### src/rtl/sine_phase_sequencer.sv
// sine_phase_sequencer
// ---------------------------------------------------------------------------
// Two-channel phase-accumulator controller for the dual-channel sine LUT.
// A shared sample-rate divider produces a one-cycle SAMPLE_STB. On each
// strobe a running channel adds its frequency tuning word to a 32-bit
// accumulator and publishes PHASE_x = acc + OFS_x (mod 2^32). A channel runs
// continuously (CYCLES_x == 0) or for CYCLES_x full waveform cycles, where a
// waveform cycle completes whenever the accumulator addition carries out.
//
// Command interface: START_x / STOP_x are single-cycle pulses with no
// handshake; they are acted on at the rising edge in which they are high.
// STOP beats START when both arrive together.
//
// Optional build macro: SINE_SEQ_SYNC_AB_EN
//   defined   - START_A / STOP_A drive both channels, START_B / STOP_B are
//               ignored, so both accumulators restart on the same edge.
//   undefined - the two channels are fully independent.
//
// Ports
//   CLK, RESET_N          clock (rising edge), async active-low reset
//   SAMPLE_DIV            strobe every SAMPLE_DIV+1 clocks
//   START_x, STOP_x       per-channel start/restart and stop pulses
//   FTW_x, OFS_x          tuning word and phase offset, used live
//   CYCLES_x              burst length, latched at START (0 = continuous)
//   SAMPLE_STB            sample strobe for the sine stage
//   PHASE_x               registered phase word
//   ACTIVE_x, DONE_x      channel running / sticky burst-complete
//   DBG_STATE_x           channel FSM state (0 IDLE, 1 RUN, 2 DONE)
// ---------------------------------------------------------------------------
module sine_phase_sequencer #(
  parameter int DIV_WIDTH = 16,
  parameter int CYC_WIDTH = 16
) (
  input  logic                 CLK,
  input  logic                 RESET_N,
  input  logic [DIV_WIDTH-1:0] SAMPLE_DIV,
  input  logic                 START_A,
  input  logic                 START_B,
  input  logic                 STOP_A,
  input  logic                 STOP_B,
  input  logic [31:0]          FTW_A,
  input  logic [31:0]          FTW_B,
  input  logic [31:0]          OFS_A,
  input  logic [31:0]          OFS_B,
  input  logic [CYC_WIDTH-1:0] CYCLES_A,
  input  logic [CYC_WIDTH-1:0] CYCLES_B,
  output logic                 SAMPLE_STB,
  output logic [31:0]          PHASE_A,
  output logic [31:0]          PHASE_B,
  output logic                 ACTIVE_A,
  output logic                 ACTIVE_B,
  output logic                 DONE_A,
  output logic                 DONE_B,
  output logic [1:0]           DBG_STATE_A,
  output logic [1:0]           DBG_STATE_B
);

  localparam logic [1:0] ST_IDLE = 2'd0;
  localparam logic [1:0] ST_RUN  = 2'd1;
  localparam logic [1:0] ST_DONE = 2'd2;

  localparam logic [CYC_WIDTH-1:0] CYC_ONE = {{(CYC_WIDTH-1){1'b0}}, 1'b1};

  // ---------------- shared divider ----------------
  logic [DIV_WIDTH-1:0] div_q, div_d;
  logic                 armed_q, armed_d;
  logic                 div_hit;

  // The counter wraps only on an exact match, so lowering SAMPLE_DIV below
  // the current count lets it run on to the natural 2^DIV_WIDTH rollover
  // instead of producing an early pulse. armed_q keeps the strobe low while
  // in reset and during the first cycle after release.
  always_comb begin
    div_hit = (div_q == SAMPLE_DIV);
    div_d   = div_hit ? '0 : div_q + 1'b1;
    armed_d = 1'b1;
  end

  assign SAMPLE_STB = armed_q & div_hit;

  // ---------------- per-channel command routing ----------------
  logic                 start_c [2];
  logic                 stop_c  [2];
  logic [31:0]          ftw_c   [2];
  logic [31:0]          ofs_c   [2];
  logic [CYC_WIDTH-1:0] cyc_c   [2];

`ifdef SINE_SEQ_SYNC_AB_EN
  logic sync_unused_cmd_b;
  assign sync_unused_cmd_b = START_B | STOP_B;
`endif

  always_comb begin
    start_c[0] = START_A;
    stop_c[0]  = STOP_A;
`ifdef SINE_SEQ_SYNC_AB_EN
    start_c[1] = START_A;
    stop_c[1]  = STOP_A;
`else
    start_c[1] = START_B;
    stop_c[1]  = STOP_B;
`endif
    ftw_c[0] = FTW_A;
    ftw_c[1] = FTW_B;
    ofs_c[0] = OFS_A;
    ofs_c[1] = OFS_B;
    cyc_c[0] = CYCLES_A;
    cyc_c[1] = CYCLES_B;
  end

  // ---------------- per-channel FSM + accumulator ----------------
  logic [1:0]           state_q [2], state_d [2];
  logic [31:0]          acc_q   [2], acc_d   [2];
  logic [31:0]          phase_q [2], phase_d [2];
  logic [CYC_WIDTH-1:0] rem_q   [2], rem_d   [2];
  logic                 burst_q [2], burst_d [2];
  logic [32:0]          sum_c   [2];

  always_comb begin
    for (int i = 0; i < 2; i++) begin
      sum_c[i]   = {1'b0, acc_q[i]} + {1'b0, ftw_c[i]};
      state_d[i] = state_q[i];
      acc_d[i]   = acc_q[i];
      rem_d[i]   = rem_q[i];
      burst_d[i] = burst_q[i];
      // acc is held at zero outside RUN, so this default gives PHASE = OFS
      // while idle/done and tracks live OFS changes between strobes.
      phase_d[i] = acc_q[i] + ofs_c[i];

      if (stop_c[i]) begin
        state_d[i] = ST_IDLE;
        acc_d[i]   = '0;
        rem_d[i]   = '0;
        burst_d[i] = 1'b0;
        phase_d[i] = ofs_c[i];
      end else if (start_c[i]) begin
        state_d[i] = ST_RUN;
        acc_d[i]   = '0;
        rem_d[i]   = cyc_c[i];
        burst_d[i] = (cyc_c[i] != '0);
        phase_d[i] = ofs_c[i];
      end else if ((state_q[i] == ST_RUN) && SAMPLE_STB) begin
        // sum_c[i][32] is the carry out: one full waveform cycle finished.
        if (sum_c[i][32] && burst_q[i] && (rem_q[i] == CYC_ONE)) begin
          state_d[i] = ST_DONE;
          acc_d[i]   = '0;
          rem_d[i]   = '0;
          phase_d[i] = ofs_c[i];
        end else begin
          acc_d[i]   = sum_c[i][31:0];
          phase_d[i] = sum_c[i][31:0] + ofs_c[i];
          if (sum_c[i][32] && burst_q[i]) begin
            rem_d[i] = rem_q[i] - 1'b1;
          end
        end
      end
    end
  end

  always_ff @(posedge CLK or negedge RESET_N) begin
    if (!RESET_N) begin
      div_q   <= '0;
      armed_q <= 1'b0;
      for (int i = 0; i < 2; i++) begin
        state_q[i] <= ST_IDLE;
        acc_q[i]   <= '0;
        phase_q[i] <= '0;
        rem_q[i]   <= '0;
        burst_q[i] <= 1'b0;
      end
    end else begin
      div_q   <= div_d;
      armed_q <= armed_d;
      for (int i = 0; i < 2; i++) begin
        state_q[i] <= state_d[i];
        acc_q[i]   <= acc_d[i];
        phase_q[i] <= phase_d[i];
        rem_q[i]   <= rem_d[i];
        burst_q[i] <= burst_d[i];
      end
    end
  end

  assign PHASE_A     = phase_q[0];
  assign PHASE_B     = phase_q[1];
  assign ACTIVE_A    = (state_q[0] == ST_RUN);
  assign ACTIVE_B    = (state_q[1] == ST_RUN);
  assign DONE_A      = (state_q[0] == ST_DONE);
  assign DONE_B      = (state_q[1] == ST_DONE);
  assign DBG_STATE_A = state_q[0];
  assign DBG_STATE_B = state_q[1];

endmodule

### config.mk
export PLATFORM = sky130hd
export DESIGN_NAME = sine_phase_sequencer
export DESIGN_NICKNAME = d
export VERILOG_FILES = /design/src/rtl/sine_phase_sequencer.sv
export SDC_FILE = /design/constraint.sdc
export NUM_CORES = 1
export LEC_CHECK = 0
export ABC_CLOCK_PERIOD_IN_PS = 5800
export CAP_MARGIN = 10
export CORE_MARGIN = 1.5
export CORE_UTILIZATION = 53
export DETAILED_ROUTE_END_ITERATION = 10
export GPL_TIMING_DRIVEN = 0
export PLACE_DENSITY_LB_ADDON = 0.08
export SKIP_CTS_REPAIR_TIMING = 1
export SLEW_MARGIN = 20
export SYNTH_ARGS = -nofsm -noshare
export SYNTH_HDL_FRONTEND = slang
export SYNTH_SLANG_ARGS = --single-unit
export TNS_END_PERCENT = 100
### constraint.sdc
create_clock -name CLK -period 5.8 [get_ports CLK]
set_input_delay 1.16 -clock CLK [delete_from_list [all_inputs] [get_ports CLK]]
set_output_delay 1.16 -clock CLK [all_outputs]
set_load 0.01 [all_outputs]
==> results.toml <==
[synth]
synth_seq_cells = 183
synth_nets = 2412
synth_cell_types = 85
ys.flop_type = "dfrtp_1"
synth_edf_count = 0
synth_seq_area_share_pct = 26.6
yosysWarnings = 0
syn_inst = 2025
synthArstFlopShare_pct = 100
synth_area_per_cell_um2 = 8.51
netlist_area_mm2 = 0.0172

[worst_setup_path]
crit_family = "compound AO/OA/AOI/OAI gates"
cp_cell_sequence = "clkdlybuf4s50_1 -> ha_1 -> o21a_1 -> nor3_2 -> nor3_1 -> a211o_1 -> o211ai_1 -> nand2_1 -> a21o_1 -> a21o_1 -> a21oi_2 -> xnor2_1 -> ha_2 -> a21o_1 -> a21o_1 -> a21oi_2 -> nor2b_1 -> o21a_1 -> a211oi_2 -> o21bai_1 -> a221oi_2 -> xnor2_1 -> a221oi_1 -> o21ai_1"
r2r_cells = 25
r2r-end = "PHASE_B[30]"
path_buf_inv = 1
end_kind = "flop"
critPathMaxFanout = 4
required_ns = 6.12
worstPathArrival_ns = 6.01
critPathKind = "input pin to flop"
rrSetupSlack_ns = 0.81
rr_startpoint = "acc_q[0]"
cpPeakStageDelay_ns = 0.44
slowest_stage = "clkdlybuf4s50_1"
cpMostUsedCell = "a21o_1"
setup.worst_path.start_class = "input pin"

[detailed_routing]
vias = 17200
first_pass_iters = 5
post-route-drc-count = 0
ant_nets = 0
drtIter0Drc = 1293
wl_per_cell_um = 19.9
viasPerCell = 6.23
wirelength_um = 54900

[hold_path]
hold_depth = 2
min_to = "rem_q[30]"
min_path_type = "flop to flop"
holdCritStartpoint = "rem_q[30]"

[cts]
clock-root-buffer = "clkbuf_16"
h-tree-depth = 4
clock-sinks = 183
numCtsBuffers = 17
clk_path_buf_depth = 2
cts_tree = "yes"
clk_pin_slew_ns = 0.07
clock_latency_ns = 0.46

[grt]
met1_usage_pct = 39.3
met3_usage_pct = 4.47
antenna_found_initial = 3
grt_pass1_vias = 16900
grt_max_degree = 98
track_usage_pct = 32.3
grtUsageMet2_pct = 56.8
grt-ovfl-total = 0
top_usage_layer = "met2"
grt_pass1_wl_um = 85400

[sta]
whs_ns = 0.519
setup-violations-final = 0
final_max_slew_viol_count = 0
max-slew-margin-rel_pct = 40.0
final_hold_viol_count = 0
fin_skew_ns = 0.0143
fin_crit_sh_pct = 98.0
worstMarginPinSlew_ns = 0.892
period_minus_slack_ns = 5.68
fmax_mhz = 176

[floorplan]
chipHeight_um = 183
core_mm2 = 0.0318
die-area_mm2 = 0.0336
initial_utilization_pct = 54.2
std_cell_rows = 65
die_w_um = 183
io_pins = 255

[place]
gp_congestion = 0.941
io_buffers = 253
dp_hpwl_um = 43300

[power]
leakagePower_uw = 0.00973
ir_drop_mv = 0.194
power_density_mw_per_mm2 = 178
fin_total_pwr_uw = 3810

[layout]
synthToLayoutAreaGrowth_pct = 24.4
nets = 2699
mostFrequentLayoutCells = "251 x clkdlybuf4s50_1, 208 x a21oi_1, 188 x ha_1"
final_common_cell = "clkdlybuf4s50_1"
final_layout_size_suffix_gt1_share_pct = 6.11

[flow_run]
drv_cap = 0

[outcome]
status = "complete, no violations"
## cell usage after synthesis, types with 7 or more instances
cell | count | area share, %
nor4_1 | 15 | 0.54
buf_2 | 12 | 0.35
nor2_1 | 152 | 3.3
o21bai_1 | 25 | 1.1
a21o_1 | 95 | 4.1
a211oi_1 | 20 | 0.87
a21oi_1 | 217 | 6.3
nor3_1 | 32 | 0.93
o21a_1 | 23 | 1.0
o31ai_1 | 11 | 0.48
o21ai_0 | 157 | 4.6
dfrtp_1 | 183 | 27
a22oi_1 | 32 | 1.4
o211ai_1 | 16 | 0.70
and4_1 | 8 | 0.41
nor2b_1 | 31 | 1.1
a211o_1 | 7 | 0.36
nand2_1 | 118 | 2.6
xor2_1 | 77 | 3.9
and3_1 | 12 | 0.44
nand4_1 | 26 | 0.94
o22ai_1 | 16 | 0.58
a31oi_1 | 18 | 0.65
ha_1 | 199 | 14
a32oi_1 | 8 | 0.41
xnor2_1 | 121 | 6.1
and2_1 | 10 | 0.36
inv_1 | 63 | 1.4
o22a_1 | 9 | 0.46
nand2b_1 | 28 | 1.0
a221oi_1 | 11 | 0.56
nand3_1 | 50 | 1.5
clkbuf_1 | 46 | 1.0
a22o_1 | 69 | 3.5
## per-stage QoR
step / setup slack [ns] / std cells / utilization, % / cell area, um2 / setup TNS (ns)
6_report: 0.118 / 2762 / 67.5 / 21500 / 0
5_1_grt: -0.0786 / 2760 / 67.4 / 21400 / -0.138
4_1_cts: -0.606 / 2746 / 66.0 / 21000 / -3.09
3_5_place_dp: -1.07 / 2714 / 64.0 / 20400 / -14.06
3_3_place_gp: -4.17 / 2713 / 63.9 / 20300 / -772.56
2_1_floorplan: 0.340 / 2025 / - / 17200 / 0
## state kept, by name, summed over array words and instances, names as in the netlist
register	count
DBG_STATE_B	2
burst_q	2
PHASE_B	32
PHASE_A	32
DBG_STATE_A	2
div_q	16
acc_q	64
rem_q	32
armed_q	1
## how the worst max path moves through the flow
stage	from	end	slack, ns	cells past startpoint
finish	FTW_B[5]	PHASE_B[30]	0.12	24
global route	FTW_A[2]	PHASE_A[29]	-0.08	23
CTS	FTW_B[3]	PHASE_B[30]	-0.61	24
detailed placement	FTW_B[3]	PHASE_B[30]	-1.07	24
global placement	RESET_N	acc_q[61]	-4.17	1
floorplan	FTW_B[8]	PHASE_B[30]	0.34	23
## layer usage
| metal | up-vias | part of all wire [%] |
|---|---|---|
| li1 | 8177 | - |
| met1 | 8234 | 41 |
| met2 | 652 | 49 |
| met3 | 144 | 5.9 |
| met4 | 2 | 4.2 |
| met5 | - | 0.024 |
## power breakdown
part / internal (uW) / switching (uW) / leakage (uW)
sequential: 1350 / 54.8 / 0.00235
clock: 741 / 560 / 0.000297
combinational: 511 / 595 / 0.00708
total: 2600 / 1210 / 0.00973
## worst reg2reg max path: cells and delay by family, from the launching register on
family	cells	cell delay [ns]
fa+ha+maj	3	0.61
flops	1	0.41
buf+inv	1	0.07
compound gates	15	3.15
xor+xnor	2	0.20
simple gates	4	0.41
## cell type report
cell class | instances | area (um2)
clock buffer | 20 | 447
sequential | 183 | 4580
inverter | 63 | 236
buffer | 59 | 245
clock inverter | 12 | 190
antenna | 2 | 5.00
fill | 2617 | 10300
timing repair buffer | 270 | 2690
tap | 435 | 544
multi-input combinational | 1718 | 12500
## kinds of logic (layout without fill, tap and decap cells)
family / Yosys count / in the layout / synth area share (%)
flip-flops: 183 / 183 / 26.6
multiplexers: 2 / 2 / 0.123
AND/OR/NAND/NOR: 510 / 510 / 14.3
XOR/XNOR: 198 / 198 / 10.1
buffers and inverters: 124 / 424 / 2.84
other: 1 / 3 / 0.0217
adder cells (fa/ha/maj): 205 / 205 / 15.1
AO/OA/AOI/OAI: 802 / 802 / 30.9
(Power assumes the default switching activity.)
